**src/rtl/pwm_pkg.sv**
```systemverilog
// Shared constants and the PWM compare rule for the pin output controller.
// DUTY_FULL is treated as "always on" so a full-scale duty has no low slot.
package pwm_pkg;

  localparam int PWM_CNT_W = 8;
  localparam logic [PWM_CNT_W-1:0] DUTY_FULL = 8'hFF;
  localparam int NUM_PINS = 16;

  // 0x00 never asserts; 0xFF always asserts; D asserts for counts 0..D-1.
  function automatic logic pwm_level(input logic [PWM_CNT_W-1:0] cnt,
                                     input logic [PWM_CNT_W-1:0] duty);
    if (duty == DUTY_FULL) begin
      return 1'b1;
    end
    return (cnt < duty);
  endfunction

endpackage

```
**src/rtl/pwm_timebase.sv**
```systemverilog
// PWM timebase: prescaler feeding an 8-bit free-running period counter.
// wrap marks the last clk of each 256*PRESCALE-clk period.
module pwm_timebase
  import pwm_pkg::*;
#(
  parameter int PRESCALE = 13
) (
  input  logic                 clk,
  input  logic                 rst_n,
  output logic [PWM_CNT_W-1:0] pwm_cnt,
  output logic                 wrap
);

  // PRESCALE=1 keeps a 1-bit pre_cnt pinned at 0, so tick is constant high.
  localparam int PRE_W = (PRESCALE > 1) ? $clog2(PRESCALE) : 1;
  localparam logic [PRE_W-1:0] PRE_LAST = PRE_W'(PRESCALE - 1);

  logic [PRE_W-1:0] pre_cnt;
  logic             tick;

  assign tick = (pre_cnt == PRE_LAST);
  assign wrap = tick && (pwm_cnt == {PWM_CNT_W{1'b1}});

  always_ff @(posedge clk or negedge rst_n) begin
    if (!rst_n) begin
      pre_cnt <= '0;
      pwm_cnt <= '0;
    end else if (tick) begin
      pre_cnt <= '0;
      pwm_cnt <= pwm_cnt + 1'b1;
    end else begin
      pre_cnt <= pre_cnt + 1'b1;
    end
  end

endmodule

```
**src/rtl/pwm_output_ctrl.sv**
```systemverilog
// 16-pin output controller: each pin off, static high, or PWM from a shared timebase.
// Duty is double-buffered and only swapped on the period wrap.
module pwm_output_ctrl
  import pwm_pkg::*;
#(
  parameter int PRESCALE = 13
) (
  input  logic                 clk,
  input  logic                 rst_n,
  input  logic [7:0]           en_reg_out_7_0,
  input  logic [7:0]           en_reg_out_15_8,
  input  logic [7:0]           en_reg_pwm_7_0,
  input  logic [7:0]           en_reg_pwm_15_8,
  input  logic [7:0]           pwm_duty_cycle,
  output logic [NUM_PINS-1:0]  out,
  output logic                 period_start
);

  logic [PWM_CNT_W-1:0] pwm_cnt;
  logic [PWM_CNT_W-1:0] duty_active;
  logic                 wrap;
  logic                 pwm;
  logic [NUM_PINS-1:0]  en_out;
  logic [NUM_PINS-1:0]  en_pwm;
  logic [NUM_PINS-1:0]  pin_next;

  pwm_timebase #(
    .PRESCALE(PRESCALE)
  ) u_timebase (
    .clk    (clk),
    .rst_n  (rst_n),
    .pwm_cnt(pwm_cnt),
    .wrap   (wrap)
  );

  assign en_out = {en_reg_out_15_8, en_reg_out_7_0};
  assign en_pwm = {en_reg_pwm_15_8, en_reg_pwm_7_0};
  assign pwm    = pwm_level(pwm_cnt, duty_active);

  // en_pwm only matters where en_out is set; disabled pins are forced low.
  always_comb begin
    pin_next = en_out & (~en_pwm | {NUM_PINS{pwm}});
  end

  always_ff @(posedge clk or negedge rst_n) begin
    if (!rst_n) begin
      duty_active  <= '0;
      out          <= '0;
      period_start <= 1'b0;
    end else begin
      if (wrap) begin
        duty_active <= pwm_duty_cycle;
      end
      out          <= pin_next;
      period_start <= wrap;
    end
  end

endmodule

```
**config.mk**
```make
export PLATFORM = sky130hd
export DESIGN_NAME = pwm_output_ctrl
export DESIGN_NICKNAME = d
export VERILOG_FILES = /design/src/rtl/pwm_pkg.sv /design/src/rtl/pwm_timebase.sv /design/src/rtl/pwm_output_ctrl.sv
export SDC_FILE = /design/constraint.sdc
export NUM_CORES = 1
export LEC_CHECK = 0
export BUFFER_PORTS_ARGS = -buffer_cell sky130_fd_sc_hd__buf_2
export CORE_ASPECT_RATIO = 0.8
export CORE_MARGIN = 4
export CORE_UTILIZATION = 40
export DETAILED_ROUTE_END_ITERATION = 8
export PLACE_DENSITY = 0.67
export RECOVER_POWER = 50
export SLEW_MARGIN = 30
export SYNTH_ARGS = -nofsm -noshare
export SYNTH_HDL_FRONTEND = slang
export SYNTH_HIERARCHICAL = 1
export SYNTH_SLANG_ARGS = --single-unit
```
**constraint.sdc**
```tcl
create_clock -name clk -period 3.8 [get_ports clk]
set_input_delay 0.19 -clock clk [delete_from_list [all_inputs] [get_ports clk]]
set_output_delay 0.19 -clock clk [all_outputs]
set_load 0.02 [all_outputs]
```
---- After elaboration in Yosys (flattened, before gate mapping) ----
Cells that the tools add are included.
cells by class
  add/sub/neg operators ................... 2
  $lt $le $gt $ge ......................... 1
  equal/unequal tests ..................... 3
  mux-type cells .......................... 4
  bitwise gates (word level) .............. 3
  reduce and logical (&&, ||, !) cells .... 1
operators by type and width
  kind                   count
  $and A16 B16 Y16       1
  $eq A8 B8 Y1 const B   2
  $not A16 Y16           1
  $or A16 B16 Y16        1
  $add A8 B1 Y8 const B  1
  $lt A8 B8 Y1           1
  $add A4 B1 Y4 const B  1
  $eq A4 B4 Y1 const B   1
  $mux W4                1
  $mux W1                3
  $logic_and A1 B1 Y1    1
word-level totals
  bits in registers ....................... 37
  input bits .............................. 42
  output and inout port bits .............. 17
  word-level logic and storage cells ...... 19

---- Longest topological paths before layout ----
  depth after elaboration ................. 5
  mapped depth ............................ 7
  mapped depth without buffers ............ 6

---- Modules after synthesis ----
The synthesis kept the hierarchy.
modules (own cells, without submodules)
  module           instances  cells an instance  area an instance (um^2)  sequential area each (um^2)
  pwm_output_ctrl  1          85                 1092.3                   625.6
  pwm_timebase     1          48                 539.3                    300.3

---- Worst setup path before layout ----
Ideal clock, no wire load.
  kind .................................... register to register
  from .................................... register u_timebase.pre_cnt[0]
  to ...................................... register duty_active[0]
  setup time .............................. 0.125 ns
  data arrival time ....................... 1.676 ns
  data required time ...................... 3.675 ns
  slack ................................... 1.999 ns
  stages on the path, launching flop included .. 6
  buffers on the path ..................... 0
  period minus slack after synthesis ...... 1.801 ns
  path through ............................ dfrtp_1 inv_1 ha_1 nand4_2 nor3_1 mux2_2
on the way
  cells in the longest elaborated chain, start to end .. 2
ends and longest elaborated chain
  item                    RTL line               RTL
  from (decl)             pwm_timebase.sv:18     logic [PRE_W-1:0] pre_cnt;
  from (signal assigned)  pwm_timebase.sv:32     pre_cnt <= pre_cnt + 1'b1;
  $eq A4 B4 Y1            pwm_timebase.sv:21     assign tick = (pre_cnt == PRE_LAST);
  $logic_and A1 B1 Y1     pwm_timebase.sv:22     assign wrap = tick && (pwm_cnt == {PWM_CNT_W{1'b1}});
  via wrap                pwm_output_ctrl.sv:21  logic wrap;
  to (signal assigned)    pwm_output_ctrl.sv:52  duty_active <= pwm_duty_cycle;
  to (decl)               pwm_output_ctrl.sv:20  logic [PWM_CNT_W-1:0] duty_active;
The timed path passes the listed nets, and every way through them passes these cells.
A chain may end at the register's enable or synchronous reset.

---- Worst setup path in the final report ----
Same ends and word-level chain as after synthesis.

==> impl_summary.log <==
INFO  metric cp.arrival = 2.00 ns
INFO  metric antenna_violations_before_repair = 0
INFO  metric power.share.clock = 0.432
INFO  metric cts_hold_buffers_added = 0
INFO  metric first_global_vias = 1404
INFO  metric grt_use_total = 0.1489
INFO  metric max_slew.worst_pin.slew = 1.900 ns
INFO  metric clock_sink_count = 37
INFO  metric share_seq_of_total_power = 0.500
INFO  metric skew = 0.006402 ns
INFO  metric cts_root_buffer = sky130_fd_sc_hd__clkbuf_8
INFO  metric final.hold.worst_slack = 0.05999 ns
INFO  metric min_period_over_period = 0.4792
INFO  metric path_max_fanout = 16
INFO  metric netlist_instances = 133
INFO  metric criticalPathCategory = flip-flop to flip-flop
INFO  metric estimated_wirelength_of_the_detail_placed_design = 2.610 mm
INFO  metric report.final.hold_viol_count = 0
INFO  metric syn2layout_area_growth = 28.76%
INFO  metric setup_violations = 0
INFO  metric placement.io_buffers = 58
INFO  metric initial_utilization = 0.4234
INFO  metric fmaxAchievable = 549.1 MHz
INFO  metric clock_insertion_delay_worst_skew = 0.29 ns
INFO  metric grt_setup_unrepaired = no
INFO  metric tritoncts = yes
INFO  metric mean_post_synth_cell_area = 12.27 µm²
INFO  metric die_width = 79.41 µm
INFO  metric met1_usage = 0.1803
INFO  metric vdd.ir_drop.worst = 0.2382 mV
INFO  metric synth.cell_area = 1632 µm²
INFO  metric ys_seq_area_frac = 0.5675
INFO  metric gp_congestion = 0.8076
INFO  metric worst_setup_path_end_kind = flip-flop
INFO  metric cts_post_setup_buffers_inserted = 0
INFO  metric most_used_routing_layer_in_global_routing = met2
INFO  metric drt_first_pass_iters = 4
INFO  metric p_leak = 0.001060 µW
INFO  metric cap_violations = 1
INFO  metric post_placement_worst_setup_slack = 1.994 ns
INFO  metric postSynthRegisterBits = 37
INFO  metric ys.warnings.count = 6
INFO  metric die_area = 5171 µm²
INFO  metric gr_overflow_total = 0
INFO  metric route.antenna.remaining_nets = 0
INFO  metric mostFrequentLayoutCell = sky130_fd_sc_hd__buf_2
INFO  metric grt_pass1_wl = 5.927 mm
INFO  metric critPathRequiredTime = 3.98 ns
INFO  metric die-height = 65.13 µm
INFO  metric final.min_clock_period = 1.821 ns
INFO  metric cts_max_path_buffers = 2
INFO  metric hold_class = input pin to flip-flop
INFO  metric antenna_cells = 0
INFO  metric pin_count = 59
INFO  metric final_layout_size_suffix_gt1_frac = 0.3819
INFO  metric power.share.switching = 0.2078
INFO  metric cell_internal_pwr = 640.7 µW
INFO  metric layout.cells.most_common_list = sky130_fd_sc_hd__buf_2 (50), sky130_fd_sc_hd__dfrtp_1 (37), sky130_fd_sc_hd__nand2_1 (14)
INFO  metric netlist-cell-type-count = 26
INFO  metric pin_count_of_the_biggest_net_entering_global_routing = 38
INFO  metric route.vias.total = 1236
INFO  metric initialDrtViolationCount = 48
INFO  metric synth.net_count = 185
INFO  metric worst_setup_hold_path_clk_slew = 0.07 ns
INFO  metric wl_per_cell = 12.92 µm
INFO  metric total_switching_power = 168.1 µW
INFO  metric finalSetupTns = 0 ns
INFO  metric ctsResizeCount = 0
INFO  metric grt_util_met2 = 0.2395
INFO  metric relative_max_transition_margin = -0.2666
INFO  metric comb_power_share = 0.068
INFO  metric core-area = 3854 µm²
INFO  metric slew_viol_final = 38
INFO  metric finalWirelength = 3.282 mm
INFO  metric route.detailed.vias_per_inst = 4.866
INFO  metric failing_checks = capacitance limit, slew limit
INFO  metric worstSetupStartpointType = flip-flop
INFO  metric grtUsageMet3 = 0.05479
INFO  metric final_nets = 250
INFO  metric nFillCells = 348
INFO  metric number_of_h_tree_branching_levels = 2
INFO  metric power-per-cell-area = 385.0 nW/µm²
INFO  metric reg2reg_setup_slack = 1.98 ns
INFO  metric final_core_utilization = 0.5451
INFO  metric std_cell_rows = 20
INFO  metric cts_made_buffers = 5
INFO  metric status = finished with violations
INFO  metric drc = 0
INFO  metric setup_slack = 1.979 ns
[metrics by stage]
step           power [µW]  std cells  area [µm²]
2_1_floorplan       431.2        133        1632
3_3_place_gp        468.0        246        1991
3_5_place_dp        469.7        246        1991
6_report            808.8        254        2101
5_1_grt             845.8        254        2101
4_1_cts             823.0        254        2111
[cell usage after synthesis]
| library cell | count | area [µm²] |
|---|---|---|
| sky130_fd_sc_hd__dfrtp_1 | 37 | 925.9 |
| sky130_fd_sc_hd__nand2_1 | 14 | 52.55 |
| sky130_fd_sc_hd__a21boi_2 | 10 | 112.6 |
| sky130_fd_sc_hd__ha_1 | 10 | 125.1 |
| sky130_fd_sc_hd__inv_1 | 10 | 37.54 |
| sky130_fd_sc_hd__o21ai_0 | 8 | 40.04 |
| sky130_fd_sc_hd__a21boi_0 | 6 | 45.04 |
| sky130_fd_sc_hd__nand4_1 | 5 | 31.28 |
| sky130_fd_sc_hd__nor2_1 | 4 | 15.01 |
| sky130_fd_sc_hd__nor3_1 | 4 | 20.02 |
| sky130_fd_sc_hd__xnor2_1 | 4 | 35.03 |
| sky130_fd_sc_hd__xor2_1 | 4 | 35.03 |
| sky130_fd_sc_hd__a21oi_1 | 3 | 15.01 |
| sky130_fd_sc_hd__o21a_1 | 2 | 15.01 |
| sky130_fd_sc_hd__a2111oi_4 | 1 | 27.53 |
| sky130_fd_sc_hd__and3_2 | 1 | 7.510 |
| sky130_fd_sc_hd__buf_6 | 1 | 11.26 |
| sky130_fd_sc_hd__clkbuf_1 | 1 | 3.750 |
| sky130_fd_sc_hd__mux2_2 | 1 | 11.26 |
| sky130_fd_sc_hd__nand2b_1 | 1 | 6.260 |
| sky130_fd_sc_hd__nand3_1 | 1 | 5.000 |
| sky130_fd_sc_hd__nand3_2 | 1 | 10.01 |
| sky130_fd_sc_hd__nand4_2 | 1 | 12.51 |
| sky130_fd_sc_hd__o22ai_1 | 1 | 6.260 |
| sky130_fd_sc_hd__o32ai_2 | 1 | 16.27 |
| sky130_fd_sc_hd__o41ai_1 | 1 | 8.760 |
[final timing paths]
kind                                  startpoint               endpoint  cells after the start
max                        u_timebase/pre_cnt[0]         duty_active[0]                      6
min in group asynchronous                  rst_n                 out[3]                      1
max in group asynchronous                  rst_n  u_timebase/pre_cnt[1]                      1
max reg2reg                u_timebase/pre_cnt[0]         duty_active[0]                      6
min reg2reg                u_timebase/pre_cnt[0]  u_timebase/pre_cnt[0]                      1
min                           en_reg_pwm_15_8[6]                out[14]                      2
[logic make-up after synthesis]
group / after synthesis / synth area share
flip-flops: 37 / 0.5675
buffers and inverters: 12 / 0.03221
multiplexers: 1 / 0.006901
AO/OA/AOI/OAI: 33 / 0.1756
AND/OR/NAND/NOR: 32 / 0.09816
adder cells (fa/ha/maj): 10 / 0.07669
XOR/XNOR: 8 / 0.04294
[worst max-delay path, stage by stage (launching register included)]
cell and delay [ns]:
sky130_fd_sc_hd__dfrtp_1 0.41, sky130_fd_sc_hd__inv_1 0.10, sky130_fd_sc_hd__ha_1 0.25, sky130_fd_sc_hd__nand4_2 0.17, sky130_fd_sc_hd__nor3_1 0.22, sky130_fd_sc_hd__buf_4 0.22
sky130_fd_sc_hd__mux2_2 0.34
[power by group through the flow]
stage / logic, µW / registers (µW) / clock network [µW]
CTS: 57.8 / 404 / 361
detailed placement: 57.9 / 412 / 0
global route: 62.5 / 405 / 378
global placement: 56.5 / 412 / 0
floorplan: 7.54 / 424 / 0
finish: 54.9 / 404 / 350
[area by class of cell]
class	instances	area (µm²)	area share
well taps	55	68.82	0.03276
multi-input cells	84	653.1	0.3109
clock buffers	6	82.58	0.03931
inverters	10	37.54	0.01787
repair buffers	60	295.3	0.1406
flip-flops and latches	37	925.9	0.4407
clock inverters	2	37.54	0.01787
[registers in the layout, indices dropped and copies added (netlist names)]
signal and flops:
out 16, duty_active 8, u_timebase/pre_cnt 4, period_start 1, u_timebase/pwm_cnt 8
[layer usage]
layer	up-vias	part of all wire	wire, µm
met5	-	0	0
met4	0	0.014	45
met3	4	0.10	329
met2	50	0.47	1546
met1	594	0.41	1361
li1	588	-	-
(Power assumes the default switching activity.)
